**config.mk**
```make
export PLATFORM = sky130hd
export DESIGN_NAME = leb128_stream_decoder
export DESIGN_NICKNAME = d
export VERILOG_FILES = /design/src/rtl/leb128_pkg.sv /design/src/rtl/leb128_finalise.sv /design/src/rtl/leb128_stream_decoder.sv
export SDC_FILE = /design/constraint.sdc
export NUM_CORES = 1
export LEC_CHECK = 0
export ABC_AREA = 1
export CELL_PAD_IN_SITES_DETAIL_PLACEMENT = 1
export CELL_PAD_IN_SITES_GLOBAL_PLACEMENT = 1
export CORE_ASPECT_RATIO = 0.5
export CORE_MARGIN = 1
export CORE_UTILIZATION = 32
export DETAILED_ROUTE_END_ITERATION = 10
export GPL_TIMING_DRIVEN = 0
export HOLD_SLACK_MARGIN = 0.05
export PLACE_DENSITY_LB_ADDON = 0.1
export SYNTH_ARGS = -nofsm -noshare
export SYNTH_HDL_FRONTEND = slang
export SYNTH_SLANG_ARGS = --single-unit
```
**constraint.sdc**
```tcl
create_clock -name clk -period 5.2 [get_ports clk]
set_clock_uncertainty 0.15 [all_clocks]
set_input_delay 1.04 -clock clk [delete_from_list [all_inputs] [get_ports clk]]
set_output_delay 1.04 -clock clk [all_outputs]
set_load 0.03 [all_outputs]
```
**src/rtl/leb128_pkg.sv**
```systemverilog
// Shared LEB128 constants and sizing helpers for the stream decoder and the
// combinational window unpackers.
package leb128_pkg;

  localparam int GLUE_BIT = 7;
  localparam int SIGN_BIT = 6;

  function automatic int leb128_max_bytes(input int width);
    return (width + 6) / 7;
  endfunction

  function automatic int leb128_len_width(input int width);
    return $clog2(leb128_max_bytes(width) + 1);
  endfunction

endpackage

```
**src/rtl/leb128_finalise.sv**
```systemverilog
// Merges the terminating byte into the accumulator, applies sign/zero fill and
// flags malformed final bytes. Purely combinational.
module leb128_finalise
  import leb128_pkg::*;
#(
  parameter int WIDTH = 32,
  parameter int SIGNED = 1,
  localparam int MAX_BYTES = leb128_max_bytes(WIDTH),
  localparam int LW = leb128_len_width(WIDTH)
) (
  input  logic [WIDTH-1:0] acc,
  input  logic [7:0]       term_byte,
  input  logic [LW-1:0]    cnt,
  output logic [WIDTH-1:0] value,
  output logic             err
);

  localparam int FULL = 7 * MAX_BYTES;

  logic [FULL-1:0] wide;

  always_comb begin
    int top;
    wide  = FULL'(acc) | (FULL'(term_byte[6:0]) << (7 * int'(cnt)));
    top   = 7 * (int'(cnt) + 1);
    value = wide[WIDTH-1:0];
    for (int i = 0; i < WIDTH; i++)
      if (SIGNED != 0 && i >= top) value[i] = term_byte[SIGN_BIT];
    err = 1'b0;
    // Only the last permitted byte can carry bits beyond WIDTH.
    if (int'(cnt) == MAX_BYTES - 1) begin
      err = term_byte[GLUE_BIT];
      for (int i = WIDTH; i < FULL; i++)
        if (wide[i] != ((SIGNED != 0) ? value[WIDTH-1] : 1'b0)) err = 1'b1;
    end
  end

endmodule

```
**src/rtl/leb128_stream_decoder.sv**
```systemverilog
// Byte-serial LEB128 decoder: accumulates one byte per cycle and presents the
// decoded value on a registered valid/ready output.
module leb128_stream_decoder
  import leb128_pkg::*;
#(
  parameter int WIDTH = 32,
  parameter int SIGNED = 1,
  localparam int MAX_BYTES = leb128_max_bytes(WIDTH),
  localparam int LW = leb128_len_width(WIDTH)
) (
  input  logic             clk,
  input  logic             rst,
  input  logic [7:0]       in_data,
  input  logic             in_valid,
  output logic             in_ready,
  output logic [WIDTH-1:0] out_data,
  output logic [LW-1:0]    out_len,
  output logic             out_err,
  output logic             out_valid,
  input  logic             out_ready
);

  localparam int FULL = 7 * MAX_BYTES;

  logic [WIDTH-1:0] acc;
  logic [LW-1:0]    cnt;
  logic [WIDTH-1:0] fin_value;
  logic             fin_err;
  logic             accept;
  logic             last;
  logic [FULL-1:0]  shifted;

  // A stalled output blocks input so no partial value can advance past it.
  assign in_ready = !(out_valid && !out_ready);
  assign accept   = in_valid && in_ready;
  assign last     = !in_data[GLUE_BIT] || (cnt == LW'(MAX_BYTES - 1));
  assign shifted  = FULL'(in_data[6:0]) << (7 * int'(cnt));

  leb128_finalise #(.WIDTH(WIDTH), .SIGNED(SIGNED)) u_finalise (
    .acc       (acc),
    .term_byte (in_data),
    .cnt       (cnt),
    .value     (fin_value),
    .err       (fin_err)
  );

  always_ff @(posedge clk or posedge rst) begin
    if (rst) begin
      acc       <= '0;
      cnt       <= '0;
      out_data  <= '0;
      out_len   <= '0;
      out_err   <= 1'b0;
      out_valid <= 1'b0;
    end else begin
      if (out_valid && out_ready) out_valid <= 1'b0;
      if (accept) begin
        if (last) begin
          acc       <= '0;
          cnt       <= '0;
          out_data  <= fin_value;
          out_len   <= cnt + LW'(1);
          out_err   <= fin_err;
          out_valid <= 1'b1;
        end else begin
          acc <= acc | shifted[WIDTH-1:0];
          cnt <= cnt + LW'(1);
        end
      end
    end
  end

endmodule

```
==> impl_metrics.prom <==
# TYPE chip_impl_metric gauge
chip_impl_metric{name="first_iter_violations",unit=""} 304
chip_impl_metric{name="hold-worst-slack",unit="ns"} 0.329
chip_impl_metric{name="final_routed_drc_violation_total",unit=""} 0
chip_impl_info{name="critical_path_class",value="reg2reg"} 1
chip_impl_metric{name="post_cts_hold_buffer_count",unit=""} 0
chip_impl_metric{name="floorplan.initialDensity",unit=""} 0.330
chip_impl_metric{name="syn-mean-instance-area",unit="um2"} 8.09
chip_impl_metric{name="cap_violations",unit=""} 0
chip_impl_metric{name="antenna_cells",unit=""} 0
chip_impl_metric{name="post_synthesis_sequential_area_ratio",unit=""} 0.459
chip_impl_metric{name="grt_max_degree",unit=""} 53
chip_impl_info{name="rsz0062_at_grt",value="false"} 1
chip_impl_metric{name="fin_util",unit=""} 0.421
chip_impl_metric{name="top_level_i_o_count",unit=""} 50
chip_impl_metric{name="synth.yosys.warnings",unit=""} 0
chip_impl_metric{name="cp_bufs_invs",unit=""} 5
chip_impl_metric{name="timing.final.setup_violations",unit=""} 0
chip_impl_info{name="synth.area.top_cells",value="sky130_fd_sc_hd__dfrtp_1, sky130_fd_sc_hd__nand2_1, sky130_fd_sc_hd__a21oi_1"} 1
chip_impl_metric{name="synthDominantCellAreaShare",unit=""} 0.459
chip_impl_metric{name="route.detailed.wl_per_inst",unit="um"} 18.8
chip_impl_metric{name="setup_buffers_after_cts",unit=""} 0
chip_impl_metric{name="required",unit="ns"} 5.26
chip_impl_metric{name="chip_height",unit="um"} 80.3
chip_impl_metric{name="fp-row-count",unit=""} 28
chip_impl_metric{name="cts_repair_resize_count",unit=""} 0
chip_impl_metric{name="cts.sink_count",unit=""} 72
chip_impl_info{name="cp-start-kind",value="flop"} 1
chip_impl_metric{name="slew-limit-headroom",unit=""} 0.600
chip_impl_metric{name="number_of_synthesized_register_bits",unit=""} 72
chip_impl_metric{name="vias_in_the_first_global_route",unit=""} 3622
chip_impl_info{name="critPathSlowestCell",value="sky130_fd_sc_hd__fa_1"} 1
chip_impl_metric{name="slowest_stage_delay_on_critical_path",unit="ns"} 0.54
chip_impl_metric{name="share_of_layout_cells_above_drive_strength_1",unit=""} 0.105
chip_impl_metric{name="powerDensity",unit="nW/um2"} 783
chip_impl_metric{name="syn_area",unit="um2"} 3920
chip_impl_info{name="final_common_cell",value="sky130_fd_sc_hd__nand2_1"} 1
chip_impl_metric{name="path_clk_slew",unit="ns"} 0.06
chip_impl_metric{name="grt_antenna_before_repair",unit=""} 0
chip_impl_metric{name="detail_route.wirelength",unit="mm"} 13.5
chip_impl_metric{name="cp.arrival",unit="ns"} 4.59
chip_impl_metric{name="grt.total_usage",unit=""} 0.234
chip_impl_metric{name="ir_worst_vdd",unit="V"} 0.000216
chip_impl_metric{name="cts_max_level",unit=""} 3
chip_impl_metric{name="hpwl",unit="mm"} 10.1
chip_impl_info{name="worstPathCellList",value="buf_4, clkinv_1, ha_1, ha_1, fa_1, inv_1, fa_1, buf_4, inv_2, nand2_1, o21ai_1, or2_2, o211ai_1, nand2_1"} 1
chip_impl_metric{name="flow.area_growth_from_synthesis",unit="%"} 27.3
chip_impl_info{name="outcome",value="finished clean"} 1
chip_impl_metric{name="p_leak",unit="nW"} 2.41
chip_impl_metric{name="path_max_fanout",unit=""} 11
chip_impl_metric{name="firstDrtPassIters",unit=""} 4
chip_impl_metric{name="min_period",unit="ns"} 4.54
chip_impl_metric{name="share_of_the_clock_period_used_by_the_worst_path_after_layout",unit=""} 0.872
chip_impl_metric{name="die_footprint",unit="um2"} 12700
chip_impl_info{name="clock-root-buffer",value="sky130_fd_sc_hd__clkbuf_16"} 1
chip_impl_metric{name="viasPerCell",unit=""} 4.99
chip_impl_metric{name="core_area",unit="um2"} 11900
chip_impl_metric{name="hold_viol_final",unit=""} 0
chip_impl_metric{name="grt_first_pass_wirelength",unit="mm"} 21.2
chip_impl_info{name="worstSetupEndpointType",value="flop"} 1
chip_impl_metric{name="worst_skew_pair.late_latency",unit="ns"} 0.34
chip_impl_info{name="cts_tree",value="done"} 1
chip_impl_metric{name="drt.antenna.violating_nets",unit=""} 0
chip_impl_metric{name="clock.fmax",unit="GHz"} 0.221
chip_impl_metric{name="ctsLongestPathBuffers",unit=""} 2
chip_impl_metric{name="maxSlewViolCount",unit=""} 0
chip_impl_metric{name="placement.io_buffers",unit=""} 49
chip_impl_metric{name="yosysUniqueCellTypes",unit=""} 38
chip_impl_metric{name="grt_overflow_total",unit=""} 0
chip_impl_metric{name="die_x",unit="um"} 159
chip_impl_metric{name="design.final.nets",unit=""} 574
chip_impl_metric{name="place_congestion",unit=""} 0.817
chip_impl_info{name="timing.hold.worst.class",value="reg2reg"} 1
chip_impl_info{name="most_frequent_cells_in_the_layout",value="sky130_fd_sc_hd__nand2_1, sky130_fd_sc_hd__dfrtp_1, sky130_fd_sc_hd__nor2_1"} 1
chip_impl_metric{name="synthesis.nets",unit=""} 513
chip_impl_metric{name="netlist_instances",unit=""} 485
chip_impl_metric{name="cts-buffers-inserted",unit=""} 9
chip_impl_metric{name="worstMarginPinSlew",unit="ns"} 0.600
chip_impl_info{name="critPathTopFamily",value="adder cells"} 1
chip_impl_metric{name="fin_tns_setup",unit="ns"} 0
chip_impl_metric{name="vias",unit=""} 3571
chip_impl_info{name="synth_area_leader_cell",value="sky130_fd_sc_hd__dfrtp_1"} 1
-- metal layers --
metal	vias up	part of all wire	wire (um)	global-route usage
met5	-	0	0	0
met4	0	0.0054	73	0.0433
met3	8	0.050	669	0.0464
met2	81	0.41	5560	0.336
met1	1760	0.53	7150	0.356
li1	1722	-	-	-
-- cell families after synthesis --
| group | share of synthesized area |
|---|---|
| xor gates and xnor gates | 0.00670 |
| and+or+nand+nor | 0.240 |
| DFF | 0.459 |
| buffers and inverters | 0.0861 |
| AOI/OAI and AO/OA | 0.153 |
| adders and majority gates | 0.0549 |
-- flip-flops by register name (all words and copies together) (netlist names) --
| name | count |
|---|---|
| out_len | 3 |
| out_valid | 1 |
| acc | 32 |
| cnt | 3 |
| out_err | 1 |
| out_data | 32 |
-- final cells by class --
class,count,area [um2]
Buffer,23,148
Clock buffer,10,229
Clock inverter,6,116
Fill cell,1409,6880
Inverter,50,193
Multi-Input combinational cell,340,1780
Sequential cell,72,1800
Tap cell,165,206
Timing Repair Buffer,50,518
-- power by group --
group	total [mW]	switching [mW]	leakage (nW)	internal, mW
registers	0.833	0.0956	0.926	0.738
logic	2.34	1.59	1.32	0.756
clock network	0.735	0.263	0.167	0.473
total	3.91	1.95	2.41	1.97
-- through the flow --
stage | total power [mW] | area [um2] | worst slack, ns | cells
3_5_place_dp | 3.16 | 4650 | 0.703 | 700
6_report | 3.91 | 4990 | 0.665 | 716
4_1_cts | 3.91 | 4990 | 0.668 | 716
2_1_floorplan | 2.37 | 3920 | 1.49 | 485
5_1_grt | 4.23 | 4990 | 0.353 | 716
3_3_place_gp | 3.12 | 4620 | 0.704 | 699
-- synthesized netlist by cell type --
master / number
sky130_fd_sc_hd__buf_2: 10
sky130_fd_sc_hd__a31oi_1: 5
sky130_fd_sc_hd__nor3_1: 22
sky130_fd_sc_hd__nand2_1: 97
sky130_fd_sc_hd__clkinv_1: 1
sky130_fd_sc_hd__nor2_2: 4
sky130_fd_sc_hd__o21ai_1: 3
sky130_fd_sc_hd__o21bai_1: 5
sky130_fd_sc_hd__o22a_1: 1
sky130_fd_sc_hd__o21ai_0: 31
sky130_fd_sc_hd__a21oi_1: 44
sky130_fd_sc_hd__o311ai_0: 1
sky130_fd_sc_hd__nand4_1: 6
sky130_fd_sc_hd__inv_1: 44
sky130_fd_sc_hd__a211oi_1: 1
sky130_fd_sc_hd__inv_4: 1
sky130_fd_sc_hd__nand2_2: 2
sky130_fd_sc_hd__or2_2: 6
sky130_fd_sc_hd__o21a_1: 4
sky130_fd_sc_hd__dfrtp_1: 72
sky130_fd_sc_hd__fa_1: 2
sky130_fd_sc_hd__clkbuf_1: 3
sky130_fd_sc_hd__o211ai_1: 3
sky130_fd_sc_hd__buf_6: 3
sky130_fd_sc_hd__xor2_1: 2
sky130_fd_sc_hd__a21oi_2: 1
sky130_fd_sc_hd__buf_4: 7
sky130_fd_sc_hd__nor2_1: 52
sky130_fd_sc_hd__nor2_8: 1
sky130_fd_sc_hd__ha_1: 14
sky130_fd_sc_hd__nand3_1: 23
sky130_fd_sc_hd__a22o_1: 1
sky130_fd_sc_hd__inv_2: 4
sky130_fd_sc_hd__o31ai_1: 2
sky130_fd_sc_hd__o22ai_1: 2
sky130_fd_sc_hd__xnor2_1: 1
sky130_fd_sc_hd__o211a_1: 2
sky130_fd_sc_hd__nor2_4: 2
-- worst paths after layout --
path	startpoint	endpoint	slack, ns	cells after the start
min in group asynchronous	rst	out_data[24]	0.87	2
min reg2reg	out_data[26]	out_data[26]	0.33	2
min	out_data[26]	out_data[26]	0.33	2
max reg2reg	cnt[0]	out_data[26]	0.66	14
max	cnt[0]	out_data[26]	0.66	14
max in group asynchronous	rst	acc[4]	3.46	3
-- worst min-delay path, cell delays in order, from the launching register on --
cell and delay, ns:
sky130_fd_sc_hd__dfrtp_1 0.34, sky130_fd_sc_hd__nand2_1 0.05, sky130_fd_sc_hd__nand2_1 0.05
(Power assumes the default switching activity.)
